`config.mk`:
```
export PLATFORM = sky130hd
export DESIGN_NAME = imem_loader
export DESIGN_NICKNAME = d
export VERILOG_FILES = /design/src/rtl/imem_loader.sv
export SDC_FILE = /design/constraint.sdc
export NUM_CORES = 1
export LEC_CHECK = 0
export CORE_MARGIN = 8
export CORE_UTILIZATION = 35
export DETAILED_ROUTE_END_ITERATION = 16
export SLEW_MARGIN = 20
export SYNTH_ARGS = -nofsm -noshare
export SYNTH_HDL_FRONTEND = slang
export SYNTH_SLANG_ARGS = --single-unit
```
`constraint.sdc`:
```
create_clock -name clk -period 5.2 [get_ports clk]
set_clock_uncertainty 0.2 [all_clocks]
set_input_delay 0.78 -clock clk [delete_from_list [all_inputs] [get_ports clk]]
set_output_delay 0.78 -clock clk [all_outputs]
set_load 0.02 [all_outputs]
```
`src/rtl/imem_loader.sv`:
```
// imem_loader: streams bytes into instruction memory while holding the core in reset.
//   Bytes (in_valid/in_ready/in_data) are packed little-endian into 32-bit words and
//   written one word per WRITE cycle (imem_we/imem_addr/imem_wdata). start + len
//   begin a load; busy/done report progress; cpu_hold releases the core once a load
//   completes cleanly. reset is asynchronous, active low.
//   Optional macro IMEM_LOADER_CHECKSUM_EN: after the last word, four more bytes carry
//   the expected XOR of all words; error flags a mismatch and keeps cpu_hold high.
module imem_loader #(
  parameter int unsigned DEPTH  = 64,
  parameter int unsigned ADDR_W = 6
) (
  input  logic              clk,
  input  logic              reset,
  input  logic              start,
  input  logic [ADDR_W:0]   len,
  input  logic              in_valid,
  input  logic [7:0]        in_data,
  output logic              in_ready,
  output logic              imem_we,
  output logic [ADDR_W-1:0] imem_addr,
  output logic [31:0]       imem_wdata,
  output logic              cpu_hold,
  output logic              busy,
  output logic              done,
  output logic              error
);

  typedef enum logic [2:0] {
    IDLE  = 3'd0,
    RECV  = 3'd1,
    WRITE = 3'd2,
`ifdef IMEM_LOADER_CHECKSUM_EN
    CHK   = 3'd3,
`endif
    DONE  = 3'd4
  } state_t;

  localparam logic [ADDR_W:0] DEPTH_L = DEPTH[ADDR_W:0];

  state_t            state;
  logic [ADDR_W:0]   len_q;
  logic [ADDR_W-1:0] idx;
  logic [1:0]        byte_cnt;
  logic [23:0]       asm_lo;

  logic [ADDR_W:0]   len_sat;
  logic [31:0]       full_word;
  logic              last_word;
  logic              xfer;

  always_comb begin
    len_sat   = (len > DEPTH_L) ? DEPTH_L : len;
    full_word = {in_data, asm_lo};
    last_word = (({1'b0, idx} + (ADDR_W+1)'(1)) >= len_q);
    xfer      = in_valid && in_ready;
  end

`ifdef IMEM_LOADER_CHECKSUM_EN
  logic [31:0] acc;
`else
  assign error = 1'b0;
`endif

  always_ff @(posedge clk or negedge reset) begin
    if (!reset) begin
      state      <= IDLE;
      len_q      <= '0;
      idx        <= '0;
      byte_cnt   <= '0;
      asm_lo     <= '0;
      in_ready   <= 1'b0;
      imem_we    <= 1'b0;
      imem_addr  <= '0;
      imem_wdata <= '0;
      cpu_hold   <= 1'b1;
      busy       <= 1'b0;
      done       <= 1'b0;
`ifdef IMEM_LOADER_CHECKSUM_EN
      error      <= 1'b0;
      acc        <= '0;
`endif
    end else begin
      imem_we <= 1'b0;
      case (state)
        IDLE, DONE: begin
          if (start) begin
            len_q    <= len_sat;
            idx      <= '0;
            byte_cnt <= '0;
`ifdef IMEM_LOADER_CHECKSUM_EN
            error    <= 1'b0;
            acc      <= '0;
`endif
            if (len_sat != '0) begin
              state    <= RECV;
              in_ready <= 1'b1;
              busy     <= 1'b1;
              done     <= 1'b0;
              cpu_hold <= 1'b1;
            end else begin
              // Empty load completes immediately and releases the core.
              state    <= DONE;
              in_ready <= 1'b0;
              busy     <= 1'b0;
              done     <= 1'b1;
              cpu_hold <= 1'b0;
            end
          end
        end

        RECV: begin
          if (xfer) begin
            if (byte_cnt == 2'd3) begin
              state      <= WRITE;
              in_ready   <= 1'b0;
              imem_we    <= 1'b1;
              imem_addr  <= idx;
              imem_wdata <= full_word;
              byte_cnt   <= '0;
`ifdef IMEM_LOADER_CHECKSUM_EN
              acc        <= acc ^ full_word;
`endif
            end else begin
              byte_cnt <= byte_cnt + 2'd1;
              case (byte_cnt)
                2'd0:    asm_lo[7:0]   <= in_data;
                2'd1:    asm_lo[15:8]  <= in_data;
                default: asm_lo[23:16] <= in_data;
              endcase
            end
          end
        end

        WRITE: begin
          if (!last_word) begin
            idx      <= idx + ADDR_W'(1);
            state    <= RECV;
            in_ready <= 1'b1;
          end else begin
`ifdef IMEM_LOADER_CHECKSUM_EN
            state    <= CHK;
            in_ready <= 1'b1;
`else
            state    <= DONE;
            busy     <= 1'b0;
            done     <= 1'b1;
            cpu_hold <= 1'b0;
`endif
          end
        end

`ifdef IMEM_LOADER_CHECKSUM_EN
        // Checksum bytes reuse the word assembler; imem_wdata is left untouched.
        CHK: begin
          if (xfer) begin
            if (byte_cnt == 2'd3) begin
              state    <= DONE;
              in_ready <= 1'b0;
              busy     <= 1'b0;
              done     <= 1'b1;
              byte_cnt <= '0;
              error    <= (full_word != acc);
              cpu_hold <= (full_word != acc);
            end else begin
              byte_cnt <= byte_cnt + 2'd1;
              case (byte_cnt)
                2'd0:    asm_lo[7:0]   <= in_data;
                2'd1:    asm_lo[15:8]  <= in_data;
                default: asm_lo[23:16] <= in_data;
              endcase
            end
          end
        end
`endif

        default: begin
          state    <= IDLE;
          in_ready <= 1'b0;
          busy     <= 1'b0;
          done     <= 1'b0;
        end
      endcase
    end
  end

endmodule

```
==> flow_summary.yaml <==
status:
  status: "finished clean"
final_layout:
  num_antenna_cells: 0
  syn2layout_area_growth_pct: 25.33
  drive_above_1_share: 0.2450
  nNetsFinal: 377
floorplanning:
  io_pins: 63
  rows: 37
  start_util: 0.3590
  die_h_um: 118.7
  die-area_mm2: 0.01408
  core_mm2: 0.01028
  die_x_um: 118.7
clock_network:
  postCtsSetupBuffers: 0
  clock-sinks: 85
  cts-resized-gates: 0
  cts.htree.levels: 3
  clkSlewWorstSetupHoldPaths_ps: 90
  clkLatencyLatePin_ps: 360
  clockRootBuffer: "clkbuf_8"
  cts_tree: "built"
  ctsHoldBuffers: 0
  numCtsBuffers: 9
  cts.path.max_buffers: 2
synth:
  synth_area_mm2: 0.003690
  synthesis.nets: 317
  synth.top_cell.area_share: 0.5697
  postSynth.asyncResetShare: 1.000
  synthTopCellsByArea: "dfrtp_1 (57%), mux2_2 (19%), ha_1 (4.1%)"
  syn_area_per_cell_um2: 12.90
  synth.distinct_cells: 44
  yosysWarnings: 0
  synth_edf_count: 0
  yosys.area.top_type: "dfrtp_1"
  synth-main-ff-cell: "dfrtp_1"
  ys_seq_area_frac: 0.5768
  synth_cells: 286
  ys_seq_elements: 85
timing:
  max_freq_mhz: 327.8
  relSlewSlack: 0.3229
  finalHoldViolations: 0
  setup_viol: 0
  maxSlewViolCount: 0
  holdWs_ps: 263.9
  totalNegativeSetupSlack_ps: 0
  period_share: 0.5866
  rsz0062_at_grt: "false"
  worst_slew_pin_slew_ps: 1013
  min_period_ps: 3050
pwr:
  switchingPower_w: 0.0009074
  p_clk_frac: 0.183
  switching_share: 0.3463
  p_leak_nw: 2.094
  p_comb_frac: 0.390
  seq_power_share: 0.427
  p_int_w: 0.001713
  power.density_mw_per_mm2: 566.7
  vdd_drop_max_mv: 0.1939
critical_path:
  crit_fanout: 7
  start_kind: "flop"
  cp_common_cell: "ha_1"
  critical_path.max_stage_delay_ps: 710
  crit_chain: "ha_1 -> nand3_1 -> xnor2_1 -> ha_1 -> nand4_1 -> o311ai_0 -> nor2_1 -> o41ai_1"
  crit_start: "idx[0]"
  required_ps: 5250
  cp-end-kind: "flop"
  cp_slowest_cell: "o311ai_0"
  cp_data_arrival_time_ps: 3100
  critPathKind: "reg2reg"
  r2r-start: "idx[0]"
drt:
  vias_per_cell: 4.819
  drc: 0
  drt_iter0_drc: 92
  first_pass_iters: 6
  num_vias: 2347
  antenna_left: 0
  avgRoutedWirePerCell_um: 15.11
  wl_um: 7359
global_route:
  antenna_found_initial: 0
  grt_pass1_vias: 2450
  overflow: 0
  grt_pass1_wl_um: 12440
  grt_max_degree: 86
  grt_usage: 0.1091
run:
  drv_cap: 0
min_path:
  hold_class: "in2async"
placement:
  dp_hpwl_um: 5200
  place_congestion: 0.7331
  io_buffers: 61
-- layout by cell type (no fill, tap or decap), types with 2 or more instances in the layout --
cell type        instances
nand2b_1                 6
nand3_1                  9
nor3_1                   3
mux2_2                  63
dfrtp_1                 84
nor2b_1                  2
inv_6                    2
xnor2_1                  3
o21ai_0                 12
a211o_1                  2
o211ai_1                 2
o311ai_0                 2
nand2_1                 22
inv_1                   13
clkdlybuf4s50_1         60
nor2_1                   7
and2_1                   2
clkbuf_8                 9
mux2i_1                  2
clkinv_4                 2
a21oi_1                  3
o41ai_1                  2
ha_1                    12
-- critical path, delay by kind of cell, from the launching register on --
kind	cells	cell delay (ps)
compound gates	2	1040
xor+xnor	1	180
fa+ha+maj	2	590
flops	1	480
simple gates	3	470
-- layer usage --
metal	part of all wire	vias up	global-route usage
met2	0.48	46	0.1717
met5	0	-	0
met4	0.014	0	0.04664
met3	0.050	8	0.03284
met1	0.46	1160	0.1365
li1	-	1133	-
-- synth_stat cells, drive strengths merged, types with 3 or more instances --
| master | number |
|---|---|
| dfrtp | 84 |
| nor3 | 3 |
| a21oi | 3 |
| nand3 | 9 |
| nand2 | 22 |
| buf | 7 |
| mux2 | 63 |
| nand2b | 6 |
| clkbuf | 6 |
| ha | 12 |
| nor2 | 7 |
| xnor2 | 3 |
| o21ai | 12 |
| inv | 14 |
-- path summary, 6_finish.rpt --
kind / slack, ps / to / cells after the start
max: 2150 / state[2] / 8
min: 260 / busy / 1
max reg2reg: 2150 / state[2] / 8
min reg2reg: 270 / cpu_hold / 2
max in group asynchronous: 4000 / asm_lo[3] / 1
min in group clk: 270 / cpu_hold / 2
-- cell type report --
class / count / area (um2)
inverters: 14 / 52.55
clock buffers: 9 / 123.9
clock inverters: 7 / 81.33
fillers: 997 / 5653
well taps: 136 / 170.2
repair buffers: 62 / 619.3
flip-flops and latches: 85 / 2128
multi-input cells: 174 / 1449
-- stage by stage --
| step | area [um2] | setup slack, ps | power (W) | instances | utilization |
|---|---|---|---|---|---|
| 2_1_floorplan | 3690 | 2594 | 0.001718 | 286 | - |
| 3_3_place_gp | 4415 | 1999 | 0.002155 | 471 | 0.4296 |
| 3_5_place_dp | 4415 | 1949 | 0.002178 | 471 | 0.4296 |
| 4_1_cts | 4621 | 2119 | 0.002667 | 487 | 0.4496 |
| 5_1_grt | 4624 | 1835 | 0.002806 | 487 | 0.4500 |
| 6_report | 4624 | 2150 | 0.002621 | 487 | 0.4500 |
-- state kept, by name, indices dropped and copies added, names as in the netlist --
signal and flops:
busy 1, imem_we 1, done 1, imem_addr 6, cpu_hold 1, state 3
asm_lo 24, imem_wdata 32, idx 6, byte_cnt 2, in_ready 1, len_q 7
-- power by group through the flow --
stage          Clock (W)  Sequential, W  Combinational [W]
3_3_place_gp           0        0.00113            0.00102
6_report        0.000480        0.00112            0.00102
3_5_place_dp           0        0.00114            0.00104
5_1_grt         0.000523        0.00117            0.00112
2_1_floorplan          0        0.00127           0.000451
4_1_cts         0.000498        0.00113            0.00104
-- cells by family after synthesis --
logic type,count (synthesis),synth area share
multiplexers,65,0.1977
buffers and inverters,27,0.03052
XOR/XNOR,4,0.009496
flip-flops,85,0.5768
AND/OR/NAND/NOR,59,0.08410
adder cells (fa/ha/maj),12,0.04069
AO/OA/AOI/OAI,33,0.05969
other,1,0.001016
No activity file was read; power rests on OpenSTA's default activity.
==> variant: new RTL, same flow settings <==
Set the parameter `ADDR_W` to 7 (it was 6).
--- a/src/rtl/imem_loader.sv
+++ b/src/rtl/imem_loader.sv
@@ -9,3 +9,3 @@
   parameter int unsigned DEPTH  = 64,
-  parameter int unsigned ADDR_W = 6
+  parameter int unsigned ADDR_W = 7
 ) (
Interface: changed (resized imem_addr and len); port bits go from 63 to 65. The function was not compared with the original's and may differ.
==> variant against the original RTL <==
- worst setup slack lost 0.070 ns
- sequential cell count grew 3
- power shrank 2.0%
- cell area grew 8.0%
- count of clock-buffer cells in the layout grew 1
- synthesized cell count grew 5.9%
- area after synthesis grew 7.6%
- wire length grew 6.8%
- largest cell class unchanged
==> variant: results (changes against the original RTL) <==
status finished, final reports clean (unchanged); Clock Latency Late Sink 0.33 ns (was 0.36 ns); worst hold path type reg2reg (was in2async); Crit. Startpoint start (was idx[0]); CP max stage cell clkdlybuf4s50_1 (was o311ai_0); Largest regs imem_wdata x32, asm_lo x24, len_q x8 (was imem_wdata x32, asm_lo x24, len_q x7); final net count 399 (was 377); CP max stage delay 0.63 ns (was 0.71 ns); initial antenna violation count 0 (unchanged); fraction of layout cells with a size suffix above 1 0.181 (was 0.245); CP Max Fanout 23 (was 7); Clk pin slew, worst setup/hold paths 0.07 ns (was 0.09 ns); Vias/cell 4.69 (was 4.82); Placed Instance Area 4700 µm² (was 4420 µm²); ANT cells 0 (unchanged); Clock Root Buffer clkbuf_16 (was clkbuf_8); FFs w/ async S/R, synth 1.00 (unchanged); sequential area share after synthesis 0.555 (was 0.577); wire per inst 15.3 µm (was 15.1 µm); Iteration-0 DRC Markers 117 (was 92); post_cts resized 0 (unchanged); worst setup margin 2.08 ns (was 2.15 ns); largest net degree at the start of global routing 89 (was 86); vias in the first global route 2582 (was 2450); Total GRT Usage 0.110 (was 0.109); TritonCTS buffer count 9 (unchanged); worst r2r src idx[0] (unchanged); first-pass GRT wire length 13100 µm (was 12400 µm); ranking of synthesized cells by area dfrtp_1 55%, mux2_4 11%, mux2_1 7.7% (was dfrtp_1 57%, mux2_2 19%, ha_1 4.1%); Mapped Nets 336 (was 317); CP arrival 3.13 ns (was 3.10 ns); Post-CTS Setup Inserts 0 (unchanged); DR pass1 iterations 4 (was 6); Pleak 2.34 nW (was 2.09 nW); Port Buffer Count 63 (was 61); gpl congestion 0.815 (was 0.733); Post-Syn Area per Cell 13.1 µm² (was 12.9 µm²); min-delay src len_q[5]; Reg2Reg Setup Slack 2.36 ns (was 2.15 ns); top cells by instance count after synthesis 87 x dfrtp_1, 34 x nand2_1, 29 x mux2_4 (was 84 x dfrtp_1, 63 x mux2_2, 22 x nand2_1); final cell count without fillers 514 (was 487); DP Worst Slack 1.74 ns (was 1.95 ns); drt drc 0 (unchanged); Distinct cells, synth 48 (was 44); HPWL after DPL 5540 µm (was 5200 µm); CP top delay family simple AND/OR/NAND/NOR gates (was compound AO/OA/AOI/OAI gates); Peak supply drop 216 µV (was 194 µV); Worst-Margin Slew 0.782 ns (was 1.01 ns); Placed Cells 498 (was 471)
[variant: report_power, final]
group / total (mW) / leakage, nW / internal (mW) / switching (mW)
combinational: 0.885 / 1.07 / 0.466 / 0.419
clock: 0.619 / 0.136 / 0.343 / 0.276
sequential: 1.06 / 1.14 / 0.923 / 0.139
total: 2.57 / 2.34 / 1.73 / 0.835
[variant: layer usage]
| metal | track usage | wire length, µm |
|---|---|---|
| met4 | 0.0366 | 48 |
| met3 | 0.0354 | 474 |
| met5 | 0 | 0 |
| met2 | 0.168 | 3560 |
| met1 | 0.145 | 3770 |
[variant: path summary, 6_finish.rpt]
check,endpoint,cells after the start
worst min-delay path,len_q[5],2
min in group asynchronous,imem_wdata[19],1
worst max register to register,busy,10
worst min register to register,len_q[5],2
max in group asynchronous,imem_addr[1],1
worst max-delay path,asm_lo[15],5
[variant: per-stage QoR]
| step | utilization | hold slack (ns) |
|---|---|---|
| floorplan | - | 0.250 |
| CTS | 0.444 | 0.285 |
| global route | 0.445 | 0.302 |
| detailed placement | 0.419 | 0.270 |
| global placement | 0.419 | 0.266 |
| finish | 0.445 | 0.279 |
[variant: logic make-up (layout without fill, tap and decap cells)]
| kind of cell | Yosys count | count (layout) | synth area share |
|---|---|---|---|
| compound gates | 41 | 41 | 0.0634 |
| xor+xnor | 5 | 5 | 0.0110 |
| fa+ha+maj | 13 | 13 | 0.0410 |
| buf+inv | 24 | 92 | 0.0315 |
| flops | 88 | 88 | 0.555 |
| mux | 66 | 66 | 0.214 |
| other cells | 1 | 1 | 0.000945 |
| simple gates | 65 | 65 | 0.0829 |
[variant: area by class of cell]
class	count	area (µm²)
clock inverters	6	50.0
flip-flops and latches	88	2200
fillers	1076	6230
well taps	143	179
inverters	13	48.8
repair buffers	63	632
multi-input cells	191	1640
clock buffers	10	239
